### src/rtl/serv_sleep_ctrl_pkg.sv
// Shared types and constants for the SERV sleep/wake controller.
package serv_sleep_pkg;

  typedef enum logic [1:0] {
    RUN   = 2'd0,
    DRAIN = 2'd1,
    SLEEP = 2'd2,
    WAKE  = 2'd3
  } state_t;

  localparam int WAKE_SRC_CORE = 0;

endpackage

### src/rtl/serv_sleep_ctrl_if.sv
// Core/SoC-facing signal bundle of the sleep controller; slave = controller side.
interface serv_sleep_ctrl_if #(
  parameter int NUM_WAKE = 1
);
  logic                i_sleep_req;
  logic                i_wakeup_req;
  logic [NUM_WAKE-1:0] i_irq;
  logic [NUM_WAKE-1:0] i_wake_mask;
  logic                i_bus_busy;
  logic                o_clk_en;
  logic                o_sleep;
  logic [NUM_WAKE:0]   o_wake_src;
  logic                o_wake_vld;
  logic                o_drain_err;
  logic [31:0]         o_sleep_cycles;

  modport slave (
    input  i_sleep_req, i_wakeup_req, i_irq, i_wake_mask, i_bus_busy,
    output o_clk_en, o_sleep, o_wake_src, o_wake_vld, o_drain_err, o_sleep_cycles
  );

  modport master (
    output i_sleep_req, i_wakeup_req, i_irq, i_wake_mask, i_bus_busy,
    input  o_clk_en, o_sleep, o_wake_src, o_wake_vld, o_drain_err, o_sleep_cycles
  );
endinterface

### src/rtl/serv_sleep_ctrl_cnt.sv
// Load/step counter with a compare against a fixed value (MATCH=0 gives zero detect).
module serv_sleep_cnt #(
  parameter int         W     = 1,
  parameter bit         UP    = 1'b0,
  parameter logic [W-1:0] MATCH = '0
) (
  input  logic         clk,
  input  logic         rst,
  input  logic         load,
  input  logic [W-1:0] load_val,
  input  logic         step,
  output logic         hit
);
  logic [W-1:0] cnt_r;

  // Load has priority over stepping; direction fixed by UP.
  always_ff @(posedge clk) begin
    if (rst) begin
      cnt_r <= '0;
    end else if (load) begin
      cnt_r <= load_val;
    end else if (step) begin
      cnt_r <= UP ? (cnt_r + W'(1)) : (cnt_r - W'(1));
    end else begin
      cnt_r <= cnt_r;
    end
  end

  assign hit = (cnt_r == MATCH);
endmodule

### src/rtl/serv_sleep_ctrl.sv
// SERV sleep/wake controller: bus drain, registered clock enable, settle delay, wake cause.
// Optional sleep-cycle statistic built when SERV_SLEEP_CTRL_STATS_EN is defined.
module serv_sleep_ctrl
  import serv_sleep_pkg::*;
#(
  parameter int NUM_WAKE  = 1,
  parameter int SETTLE    = 2,
  parameter int DRAIN_MAX = 16
) (
  input  logic i_clk,
  input  logic i_rst,
  serv_sleep_ctrl_if.slave bus
);
  localparam int SETTLE_W = (SETTLE    == 0) ? 1 : $clog2(SETTLE + 1);
  localparam int DRAIN_W  = (DRAIN_MAX == 0) ? 1 : $clog2(DRAIN_MAX + 1);
  localparam bit DRAIN_LIMITED = (DRAIN_MAX != 0);
  localparam logic [DRAIN_W-1:0] DRAIN_LAST  = DRAIN_W'((DRAIN_MAX == 0) ? 0 : DRAIN_MAX - 1);
  localparam logic [SETTLE_W-1:0] SETTLE_VAL = SETTLE_W'(SETTLE);

  state_t            state_r;
  logic              clk_en_r;
  logic              sleep_r;
  logic              wake_vld_r;
  logic              drain_err_r;
  logic [NUM_WAKE:0] wake_src_r;

  logic wake_any_s;
  logic drain_match_s;
  logic drain_hit_s;
  logic drain_load_s;
  logic drain_step_s;
  logic settle_zero_s;
  logic settle_load_s;
  logic settle_step_s;

  assign wake_any_s  = bus.i_wakeup_req | (|(bus.i_irq & bus.i_wake_mask));
  assign drain_hit_s = DRAIN_LIMITED & drain_match_s;

  // Counter control decoded from the current state and inputs.
  always_comb begin
    drain_load_s  = 1'b0;
    drain_step_s  = 1'b0;
    settle_load_s = 1'b0;
    settle_step_s = 1'b0;
    case (state_r)
      RUN: begin
        drain_load_s = bus.i_sleep_req & ~wake_any_s;
      end
      DRAIN: begin
        drain_step_s = DRAIN_LIMITED & ~wake_any_s & bus.i_bus_busy & ~drain_match_s;
      end
      SLEEP: begin
        settle_load_s = wake_any_s;
      end
      WAKE: begin
        settle_step_s = ~settle_zero_s;
      end
      default: begin
        drain_load_s = 1'b0;
      end
    endcase
  end

  serv_sleep_cnt #(
    .W     (DRAIN_W),
    .UP    (1'b1),
    .MATCH (DRAIN_LAST)
  ) u_drain_cnt (
    .clk      (i_clk),
    .rst      (i_rst),
    .load     (drain_load_s),
    .load_val ({DRAIN_W{1'b0}}),
    .step     (drain_step_s),
    .hit      (drain_match_s)
  );

  serv_sleep_cnt #(
    .W     (SETTLE_W),
    .UP    (1'b0),
    .MATCH ({SETTLE_W{1'b0}})
  ) u_settle_cnt (
    .clk      (i_clk),
    .rst      (i_rst),
    .load     (settle_load_s),
    .load_val (SETTLE_VAL),
    .step     (settle_step_s),
    .hit      (settle_zero_s)
  );

  // Main FSM; every output is registered and changes with the state.
  always_ff @(posedge i_clk) begin
    if (i_rst) begin
      state_r     <= RUN;
      clk_en_r    <= 1'b1;
      sleep_r     <= 1'b0;
      wake_vld_r  <= 1'b0;
      drain_err_r <= 1'b0;
      wake_src_r  <= '0;
    end else begin
      wake_vld_r  <= 1'b0;
      drain_err_r <= 1'b0;
      case (state_r)
        RUN: begin
          // A simultaneous wake request cancels the sleep request.
          if (bus.i_sleep_req && !wake_any_s) begin
            state_r <= DRAIN;
          end else begin
            state_r <= RUN;
          end
        end
        DRAIN: begin
          if (wake_any_s) begin
            state_r <= RUN;
          end else if (!bus.i_bus_busy) begin
            state_r  <= SLEEP;
            clk_en_r <= 1'b0;
            sleep_r  <= 1'b1;
          end else if (drain_hit_s) begin
            state_r     <= RUN;
            drain_err_r <= 1'b1;
          end else begin
            state_r <= DRAIN;
          end
        end
        SLEEP: begin
          if (wake_any_s) begin
            state_r                   <= WAKE;
            wake_src_r[WAKE_SRC_CORE] <= bus.i_wakeup_req;
            wake_src_r[NUM_WAKE:1]    <= bus.i_irq & bus.i_wake_mask;
          end else begin
            state_r <= SLEEP;
          end
        end
        WAKE: begin
          if (settle_zero_s) begin
            state_r    <= RUN;
            clk_en_r   <= 1'b1;
            sleep_r    <= 1'b0;
            wake_vld_r <= 1'b1;
          end else begin
            state_r <= WAKE;
          end
        end
        default: begin
          state_r  <= RUN;
          clk_en_r <= 1'b1;
          sleep_r  <= 1'b0;
        end
      endcase
    end
  end

  assign bus.o_clk_en    = clk_en_r;
  assign bus.o_sleep     = sleep_r;
  assign bus.o_wake_src  = wake_src_r;
  assign bus.o_wake_vld  = wake_vld_r;
  assign bus.o_drain_err = drain_err_r;

`ifdef SERV_SLEEP_CTRL_STATS_EN
  logic [31:0] sleep_cycles_r;

  // Saturating count of cycles spent with the core clock gated.
  always_ff @(posedge i_clk) begin
    if (i_rst) begin
      sleep_cycles_r <= 32'd0;
    end else if ((state_r == SLEEP || state_r == WAKE) && (sleep_cycles_r != 32'hFFFF_FFFF)) begin
      sleep_cycles_r <= sleep_cycles_r + 32'd1;
    end else begin
      sleep_cycles_r <= sleep_cycles_r;
    end
  end

  assign bus.o_sleep_cycles = sleep_cycles_r;
`else
  assign bus.o_sleep_cycles = 32'd0;
`endif
endmodule

### src/flat_wrapper.sv
// flat-port wrapper written by rule: the top's interface ports become plain ports
module serv_sleep_ctrl_flat import serv_sleep_pkg::*;
#(
  parameter int NUM_WAKE  = 1,
  parameter int SETTLE    = 2,
  parameter int DRAIN_MAX = 16
)
  (i_clk, i_rst, bus_i_sleep_req, bus_i_wakeup_req, bus_i_irq, bus_i_wake_mask, bus_i_bus_busy, bus_o_clk_en, bus_o_sleep, bus_o_wake_src, bus_o_wake_vld, bus_o_drain_err, bus_o_sleep_cycles);
  serv_sleep_ctrl_if #(.NUM_WAKE(NUM_WAKE)) bus_i ();
  input  logic i_clk;
  input  logic i_rst;
  input wire logic [$bits(bus_i.i_sleep_req)-1:0] bus_i_sleep_req;
  input wire logic [$bits(bus_i.i_wakeup_req)-1:0] bus_i_wakeup_req;
  input wire logic [$bits(bus_i.i_irq)-1:0] bus_i_irq;
  input wire logic [$bits(bus_i.i_wake_mask)-1:0] bus_i_wake_mask;
  input wire logic [$bits(bus_i.i_bus_busy)-1:0] bus_i_bus_busy;
  output wire logic [$bits(bus_i.o_clk_en)-1:0] bus_o_clk_en;
  output wire logic [$bits(bus_i.o_sleep)-1:0] bus_o_sleep;
  output wire logic [$bits(bus_i.o_wake_src)-1:0] bus_o_wake_src;
  output wire logic [$bits(bus_i.o_wake_vld)-1:0] bus_o_wake_vld;
  output wire logic [$bits(bus_i.o_drain_err)-1:0] bus_o_drain_err;
  output wire logic [$bits(bus_i.o_sleep_cycles)-1:0] bus_o_sleep_cycles;
  assign bus_i.i_sleep_req = bus_i_sleep_req;
  assign bus_i.i_wakeup_req = bus_i_wakeup_req;
  assign bus_i.i_irq = bus_i_irq;
  assign bus_i.i_wake_mask = bus_i_wake_mask;
  assign bus_i.i_bus_busy = bus_i_bus_busy;
  assign bus_o_clk_en = bus_i.o_clk_en;
  assign bus_o_sleep = bus_i.o_sleep;
  assign bus_o_wake_src = bus_i.o_wake_src;
  assign bus_o_wake_vld = bus_i.o_wake_vld;
  assign bus_o_drain_err = bus_i.o_drain_err;
  assign bus_o_sleep_cycles = bus_i.o_sleep_cycles;
  serv_sleep_ctrl #(.NUM_WAKE(NUM_WAKE), .SETTLE(SETTLE), .DRAIN_MAX(DRAIN_MAX)) u_core (.i_clk(i_clk), .i_rst(i_rst), .bus(bus_i));
endmodule
### config.mk
export PLATFORM = sky130hd
export DESIGN_NAME = serv_sleep_ctrl_flat
export DESIGN_NICKNAME = d
export VERILOG_FILES = /design/src/rtl/serv_sleep_ctrl_pkg.sv /design/src/rtl/serv_sleep_ctrl_if.sv /design/src/rtl/serv_sleep_ctrl_cnt.sv /design/src/rtl/serv_sleep_ctrl.sv /design/src/flat_wrapper.sv
export SDC_FILE = /design/constraint.sdc
export NUM_CORES = 1
export LEC_CHECK = 0
export ABC_AREA = 1
export CORE_MARGIN = 8
export CORE_UTILIZATION = 40
export DETAILED_ROUTE_END_ITERATION = 10
export PLACE_DENSITY = 0.78
export SLEW_MARGIN = 40
export SYNTH_ARGS = -nofsm -noshare
export SYNTH_HDL_FRONTEND = slang
export SYNTH_SLANG_ARGS = --single-unit
### constraint.sdc
create_clock -name i_clk -period 1.7 [get_ports i_clk]
set_input_delay 0.255 -clock i_clk [delete_from_list [all_inputs] [get_ports i_clk]]
set_output_delay 0.255 -clock i_clk [all_outputs]
set_load 0.02 [all_outputs]
# == Word-level counts from Yosys, hierarchy flattened ==
# Index checks and enable logic that the tools add are counted.
# op_classes
add_sub_neg,2
n_eq_ne,7
mux,23
n_bitwise,11
reduce_logical,12
# ops
cell,n
1-bit 2-to-1 mux,15
2-bit 2-to-1 mux,5
2-bit one-hot mux with 4 select lines,1
1-bit NOT,6
2-bit OR reduction,3
"5-bit by 1-bit adder with 5-bit output, second input constant",1
"5-bit by 4-bit == test with 1-bit output, second input constant",1
1-bit bitwise AND,4
"2-bit == test, second input constant",2
2-bit zero test,2
"2-bit inequality test, second input constant",2
1-bit one-hot mux with 2 select lines,2
4-bit AND reduction,1
2-bit nonzero test,2
4-bit OR reduction,1
"2-bit by 1-bit == test with 1-bit output, second input constant",1
"2-bit by 1-bit inequality test with 1-bit output, second input constant",1
2-bit AND reduction,1
"2-bit by 1-bit subtractor with 2-bit output, second input constant",1
1-bit logical AND,1
1-bit zero test,1
1-bit OR,1
# word_totals
reg_bits,15
inputBits,7
out_inout_bits,38
elab_cells,64

# == Depth between registers and ports, before layout ==
# Gate-level depths: netlist of the first run.
# logic_depth
depth_word,6
mapped_depth,11
ltp_nobuf,11

# == Cells and area by module ==
# From an unflattened synthesis of the first run, not the netlist that was laid out.
# unflattened
cells_unflattened,146
hier_area_um2,994.7
# by_module_without_submodules
module,n_inst,cells_per_inst,area_per_inst_um2,seq_area_each_um2
serv_sleep_ctrl,1,83,581.8,160.2
serv_sleep_cnt (u_core.u_drain_cnt),1,43,289.0,100.1
serv_sleep_cnt (u_core.u_settle_cnt),1,20,123.9,40.0

# == Worst setup path before layout of the first run ==
# Ideal clock, no wire load.
# synth_path
path_type,flip-flop to flip-flop
from,register u_core.u_drain_cnt.cnt_r[0]
to,register u_core.u_drain_cnt.cnt_r[1]
setup_time_ps,113
arrival_ps,1399
t_required_ps,1587
setup_slack_ps,188
stages_incl_launch_ff,11
n_path_buf,0
synth_period_minus_slack_ps,1512
cell_sequence,dfxtp_1 ha_1 nand2_1 nor2_1 ha_1 inv_1 nand2_1 nor2_1 nand2_2 o21ai_1 nor2_1
# synth_via
elab_chain_len,4
word_cells_on_any_way,5
cone_classes,1 x add/sub; 1 x eq/ne; 1 x mux; 2 x bitwise
# synth_rtl
element,line,text
start: declaration,serv_sleep_ctrl_cnt.sv:14,logic [W-1:0] cnt_r;
start signal: assignment,serv_sleep_ctrl_cnt.sv:21,cnt_r <= load_val;
start signal: assignment,serv_sleep_ctrl_cnt.sv:23,cnt_r <= UP ? (cnt_r + W'(1)) : (cnt_r - W'(1));
start signal: assignment,serv_sleep_ctrl_cnt.sv:25,cnt_r <= cnt_r;
5-bit by 4-bit == test with 1-bit output,serv_sleep_ctrl_cnt.sv:29,assign hit = (cnt_r == MATCH);
net u_core.drain_hit_s,serv_sleep_ctrl.sv:29,logic drain_hit_s;
1-bit NOT,serv_sleep_ctrl.sv:50,drain_step_s = DRAIN_LIMITED & ~wake_any_s & bus.i_bus_busy & ~drain_match_s;
1-bit bitwise AND,serv_sleep_ctrl.sv:50,
1-bit 2-to-1 mux,serv_sleep_ctrl.sv:45,case (state_r)
# The timed path passes the listed nets, and every way through them passes these cells.
# A chain may end at the register's enable or synchronous reset.

# == Worst setup path after layout of the first run ==
# layout_path
from,register u_core.u_drain_cnt.cnt_r[0]
to,register u_core.u_drain_cnt.cnt_r[4]
# Same word-level chain as after synthesis.

==> results of run 1 <==
[tightest hold or removal path: cells and delay by family, from the launching register on]
family | cells | cell delay [ns]
flip-flops | 1 | 0.32
AO/OA/AOI/OAI | 1 | 0.05
AND/OR/NAND/NOR | 1 | 0.06
[synthesized netlist by cell type, types with 2 or more instances]
cell type,instances
a21oi_1,9
dfxtp_1,15
nor2_1,12
o21ai_0,2
nand3_1,8
inv_1,11
buf_4,32
nand2_1,25
nand2_2,3
ha_1,3
nand3b_1,2
inv_2,2
[flip-flops by register name, summed over array words and instances, names as in the netlist]
register	flops
u_core.u_drain_cnt.cnt_r	5
u_core.bus.o_wake_src	2
u_core.state_r	2
u_core.u_settle_cnt.cnt_r	2
u_core.bus.o_clk_en	1
u_core.bus.o_drain_err	1
u_core.bus.o_sleep	1
u_core.bus.o_wake_vld	1
[power by group through the flow]
stage / Clock [mW] / Combinational [mW] / Sequential (mW)
finish: 0.205 / 0.131 / 0.360
global route: 0.227 / 0.144 / 0.361
CTS: 0.216 / 0.127 / 0.360
detailed placement: 0 / 0.126 / 0.368
global placement: 0 / 0.126 / 0.368
floorplan: 0 / 0.154 / 0.370
[cells in the final DEF, fill, tap and decap left out, types with 2 or more instances in the layout]
master,count
clkdlybuf4s50_1,12
nor2_1,11
a21oi_1,9
dfxtp_1,13
o21ai_0,2
nand3b_1,2
clkbuf_4,3
nand2_2,4
ha_1,2
dfxtp_2,2
nand3_1,8
conb_1,32
inv_2,2
nand2_1,24
inv_1,11
[worst paths after layout]
| check | to | cells after the start |
|---|---|---|
| min reg2reg | u_core.bus.o_sleep | 2 |
| min | u_core.bus.o_sleep | 2 |
| max reg2reg | u_core.u_drain_cnt.cnt_r[4] | 10 |
| max | u_core.u_drain_cnt.cnt_r[4] | 10 |
[per-layer routing]
metal  part of all wire (%)  vias to the layer above  track usage [%]
met5                      0                        -                0
met1                     42                      324            9.298
met4                   0.81                        0            6.540
met3                    9.8                        2            1.531
li1                       -                      384                -
met2                     48                       32            14.02
[cell families (layout without fill, tap and decap cells)]
logic type,Yosys count,after routing
simple gates,55,55
buf+inv,46,30
flops,15,15
compound gates,13,13
fa+ha+maj,3,3
other cells,1,32
xor+xnor,1,1
[final cells by class]
type	instances	area, um^2
fill	269	1338
multi-input combinational	104	505.5
sequential	15	302.8
timing repair buffer	13	127.6
inverter	13	48.80
tap	30	37.54
clock buffer	3	22.52
clock inverter	1	5.005
[what timing repair did]
item / CTS / global route
hold buffers: 0 / 0
gates resized for setup: 0 / 6
setup endpoints to repair: 0 / 6
hold endpoints to repair: 0 / 0
[metrics by stage]
step	total power, mW	setup slack [ns]	cell area, um^2	utilization [%]
after floorplan	0.5234	0.1881	1086	-
after global placement	0.4938	0.1266	1007	42.19
after detailed placement	0.4946	0.03856	1007	42.19
after CTS	0.7030	0.03930	1035	43.34
after global routing	0.7320	0.02337	1050	43.97
final	0.6962	0.1536	1050	43.97
==> impl_metrics.ini, run 1 <==
[outcome]
outcome = complete, no violations

[cts]
cts_buffers = 3
cts_num_sinks = 15
cts_root_buffer = clkbuf_4
clk_latency_ns = 0.28
cts_setup_buffers = 0
cts_tree = built
clk_pin_slew_ns = 0.09
cts-htree-levels = 1
ctsLongestPathBuffers = 2

[synthesis]
synth_ff_type = dfxtp_1
synth_compound_area_share_pct = 7.097
synth_area_leaders = dfxtp_1, buf_4, nand2_1
synth_xor_area_share_pct = 0.9032
async_flop_share_pct = 0
yosys.area_share.simple_pct = 26.58
synth_top_family_by_area = buffers and inverters
synth_mux_area_share_pct = 0
ys_warn_count = 0
syn-cell-area_um2 = 969.7
synthCells = 134
netlist.area_leader.share_pct = 30.97
ys_types = 22
synthAdderAreaFrac_pct = 3.871
syn_area_per_cell_um2 = 7.236
synth_edf_count = 0
yosysTopAreaCell = dfxtp_1
synth_seq_cells = 15
ys_seq_area_share_pct = 30.97

[placement]
port_buffers = 12
finalWeightedCongestion = 0.7661
placed_cells = 175
dpl.hpwl_um = 1442

[setup_path]
cp_num_buf_inv = 1
cpMostUsedCell = nand2_1
cp_max_fo = 5
crit_path_start = u_core.u_drain_cnt.cnt_r[0]
worst_setup_path_start_kind = flip-flop
crit_type = flip-flop to flip-flop
cpLargestDelayFamily = simple AND/OR/NAND/NOR gates
slowest_stage = dfxtp_2
worstPathRequired_ns = 1.89
rrSetupSlack_ns = 0.15
end_kind = flip-flop
r2r-start = u_core.u_drain_cnt.cnt_r[0]
cp.arrival_ns = 1.73
crit_chain = ha_2 > nand2_1 > nor2_1 > ha_1 > inv_1 > nand2_2 > nor3_4 > nand2_1 > nand2_1 > nor2_1
critPathMaxStageDelay_ns = 0.35

[timing]
final_hold_viol_count = 0
setup_violations = 0
clock_skew_ns = 0.004595
rsz0062_at_grt = false
min_period_ns = 1.546
period_share_pct = 90.96
holdWs_ns = 0.4584
max_clock_freq_ghz = 0.6467
slew_violations = 0
tns_ns = 0

[layout]
fin_cells = 179
area_growth_pct = 8.258
final_layout_size_suffix_gt1_share_pct = 12.75
nets = 160
antennaDiodeCount = 0

[drt]
drtAntennaViolNets = 0
vias_per_cell = 4.145
dr.pass1.iters = 4
drt-total-wl_um = 1729
vias = 742
drc = 0
drt_iter0_drc = 7
wl_per_cell_um = 9.659

[power_and_ir_drop]
p_comb_share_pct = 18.9
p_clk_share_pct = 29.4
power_switching_mw = 0.2231
pwr-share-seq_pct = 51.7
p_leak_nw = 0.4721
p_int_mw = 0.4731
vdd_ir_drop_max_v = 0.0003461
powerDensity_nw_per_um2 = 663.2
swShare_pct = 32.04

[floorplanning]
core_um2 = 2387
fp-row-count = 18
io_pins = 45
dieArea_um2 = 4256
start_util_pct = 40.62
die_h_um = 65.24
die_w_um = 65.24

[global_routing]
overflow = 0
grt_max_degree = 10
grt_pass1_wl_um = 2939
antenna_found_initial = 0
grt_usage_pct = 8.430
grt_pass1_vias = 738

[flow_run]
drv_cap = 0

[min_path]
hold_path_startpoint = u_core.bus.o_sleep
worstHoldPathType = flip-flop to flip-flop
Note: power is estimated with default switching activity, not from simulation.
==> run 2: changes to the inputs <==
ABC_AREA = not set   (was 1)
CORE_UTILIZATION = 42   (was 40)
CTS_BUF_LIST = sky130_fd_sc_hd__clkbuf_4   (was not set)
PLACE_DENSITY = 0.81   (was 0.78)
SYNTH_HIERARCHICAL = 1   (was not set)
==> run 2 against run 1 <==
The flow now finishes with violations (negative setup slack). Via count rose by 3.8%. Combinational power rose by 25%. Hold slack barely moved. Maximum frequency fell by 14%. Non-clock buffer count rose by 14. Synthesized area rose by 2.1%. Clock skew fell by 0.0038 ns. Wire length rose by 20%. Register-to-register slack got worse by 0.26 ns. Sequential power rose by 3%. Power rose by 6.4%. Sequential share of layout area fell by 4.0 points. Critical path type unchanged. Largest cell class unchanged. Highest routed layer is now met3.
==> impl_metrics.ini, run 2 <==
[cts]
cts_buffers = 3
clk_pin_slew_ns = 0.09
clk_latency_ns = 0.28
ctsLongestPathBuffers = 2
cts_num_sinks = 15
cts-htree-levels = 1
cts_root_buffer = clkbuf_4
cts_hold_buf = 0
cts_tree = built

[placement]
finalWeightedCongestion = 0.7472
dpl.hpwl_um = 1690
pre_cts_slack_ns = -0.3302
placed_cells = 171
port_buffers = 12

[layout]
area_growth_pct = 22.63
final_cell_mix = conb_1, dfxtp_1, buf_4
largest_reg_flops = 5
fin_cells = 178
layout_commonest_cell = conb_1
final.fill_count = 210
nets = 161
final_layout_size_suffix_gt1_share_pct = 22.00
antennaDiodeCount = 0
top_register = u_core/u_drain_cnt/cnt_r

[synthesis]
synthAdderAreaFrac_pct = 3.793
ys_seq_area_share_pct = 30.34
ys_types = 33
synth_compound_area_share_pct = 12.64
yosys.area_share.simple_pct = 17.19
synth_area_leaders = dfxtp_1, buf_4, ha_1
yosys-top-cells-count = buf_4, dfxtp_1, inv_1, nand2_1, a21oi_1
yosysTopAreaCell = dfxtp_1
syn-cell-area_um2 = 989.7
ys_warn_count = 6
async_flop_share_pct = 0
synth_edf_count = 0
synth_seq_cells = 15
syn_area_per_cell_um2 = 8.459
synthCells = 117
synth_ff_type = dfxtp_1
synth_top_family_by_area = buffers and inverters
netlist.area_leader.share_pct = 30.34
synth_xor_area_share_pct = 3.540
synth_mux_area_share_pct = 3.161
yosys.cell_count.top_type = buf_4

[global_routing]
grt_usage_pct = 9.701
grt_pass1_wl_um = 3325
grt_pass1_vias = 759
grt_max_degree = 12
overflow = 0
antenna_found_initial = 0

[timing]
slew_violations = 0
max_clock_freq_ghz = 0.5543
min_period_ns = 1.804
clock_skew_ns = 0.0007684
final_hold_viol_count = 0
rsz0062_at_grt = true
fin_ws_ns = -0.1042
setup_violations = 4
period_share_pct = 106.1

[drt]
drt_iter0_drc = 4
drt-total-wl_um = 2081
wl_per_cell_um = 11.69
met2_length_um = 1166
drc = 0
met1_length_um = 712
vias_per_cell = 4.326
drtAntennaViolNets = 0
routed.top_layer = met3
dr.pass1.iters = 4
wl_met3_um = 202
vias = 770

[setup_path]
worstPathRequired_ns = 1.86
worstReg2RegEnd = u_core/u_drain_cnt/cnt_r[0]
worst_setup_path_start_kind = flip-flop
crit_type = flip-flop to flip-flop
rrSetupSlack_ns = -0.10
reg2reg_depth = 10
cp_max_fo = 6
cp.arrival_ns = 1.97
r2r-start = u_core/u_drain_cnt/cnt_r[1]
end_kind = flip-flop

[floorplanning]
io_pins = 45
dieArea_um2 = 4166
die_w_um = 64.55
core_um2 = 2212
die_h_um = 64.55
fp-row-count = 17
start_util_pct = 44.74

[min_path]
min_to = u_core/bus.o_wake_src[0]
hold_path_startpoint = u_core/bus.o_wake_src[0]
worstHoldPathType = flip-flop to flip-flop
min_path_cells = 2

[power_and_ir_drop]
vdd_ir_drop_max_v = 0.0004053
powerDensity_nw_per_um2 = 610.1
p_leak_nw = 0.5283

[flow_run]
drv_cap = 0

[outcome]
violations = negative setup slack
outcome = finished with violations
==> run 2: stage by stage <==
stage | hold WS [ns] | utilization, % | TNS [ns] | total power [mW] | area [um^2]
after detailed placement | 0.4463 | 51.13 | -1.629 | 0.5331 | 1131
after CTS | 0.4599 | 53.22 | -0.1652 | 0.7445 | 1177
final | 0.4588 | 54.86 | -0.3621 | 0.7405 | 1214
after global placement | 0.4416 | 51.13 | -1.327 | 0.5274 | 1131
after floorplan | 0.3174 | - | 0 | 0.5418 | 1139
after global routing | 0.4884 | 54.86 | -0.8234 | 0.7884 | 1214
==> run 2: logic make-up (layout without fill, tap and decap cells) <==
group / count (synthesis) / count (layout)
compound gates: 17 / 17
xor+xnor: 4 / 4
fa+ha+maj: 3 / 3
buf+inv: 43 / 39
flops: 15 / 15
mux: 3 / 3
other cells: 2 / 39
simple gates: 30 / 30
==> run 2: how the worst max path moves through the flow <==
stage | from | end | slack (ns)
2_1_floorplan | u_core/u_drain_cnt/cnt_r[0] | u_core/u_drain_cnt/cnt_r[1] | 0.003
3_3_place_gp | bus_i_irq | u_core/u_drain_cnt/cnt_r[0] | -0.29
3_5_place_dp | bus_i_irq | u_core/u_drain_cnt/cnt_r[0] | -0.33
4_1_cts | u_core/u_drain_cnt/cnt_r[0] | u_core/u_drain_cnt/cnt_r[1] | -0.1
5_1_grt | u_core/u_drain_cnt/cnt_r[0] | u_core/u_drain_cnt/cnt_r[1] | -0.22
6_report | u_core/u_drain_cnt/cnt_r[1] | u_core/u_drain_cnt/cnt_r[0] | -0.10
==> run 2: area by class of cell <==
| type | count | area (um^2) | share of cell area [%] |
|---|---|---|---|
| Inverter | 8 | 33.78 | 2.784 |
| Multi-Input combinational cell | 96 | 579.3 | 47.73 |
| Clock buffer | 3 | 22.52 | 1.856 |
| Clock inverter | 1 | 5.005 | 0.4124 |
| Tap cell | 28 | 35.03 | 2.887 |
| Timing Repair Buffer | 27 | 236.5 | 19.48 |
| Sequential cell | 15 | 301.5 | 24.85 |
==> run 2: critical path, stage by stage (launching register included) <==
cell      delay, ns
dfxtp_1        0.36
ha_2           0.18
and3_4         0.19
ha_4           0.12
nand4b_1       0.14
inv_2          0.09
buf_4          0.14
buf_6          0.11
xor2_2         0.16
mux2i_1        0.13
nor2_1         0.05
==> run 2: routing by layer <==
layer,vias up,GRT usage [%]
met5,-,0
met2,35,18.88
met1,355,8.902
met4,0,2.452
met3,0,4.296
li1,380,-
==> run 2: power by group <==
group          switching, mW  internal (mW)  total (mW)
sequential           0.00836          0.362       0.371
combinational          0.110         0.0545       0.164
clock                  0.118         0.0874       0.206
total                  0.236          0.504       0.740
==> run 2: repair_timing <==
action	CTS	global route
pin swaps	3	4
gates resized for setup	3	3
buffers inserted	0	3
setup endpoints to repair	4	5
==> run 3: changes to the inputs <==
SKIP_LAST_GASP = 1   (was not set)
SLEW_MARGIN = 5   (was 40)
==> results of run 3 <==
Final layout, timing and power as in run 2 (identical DEF).
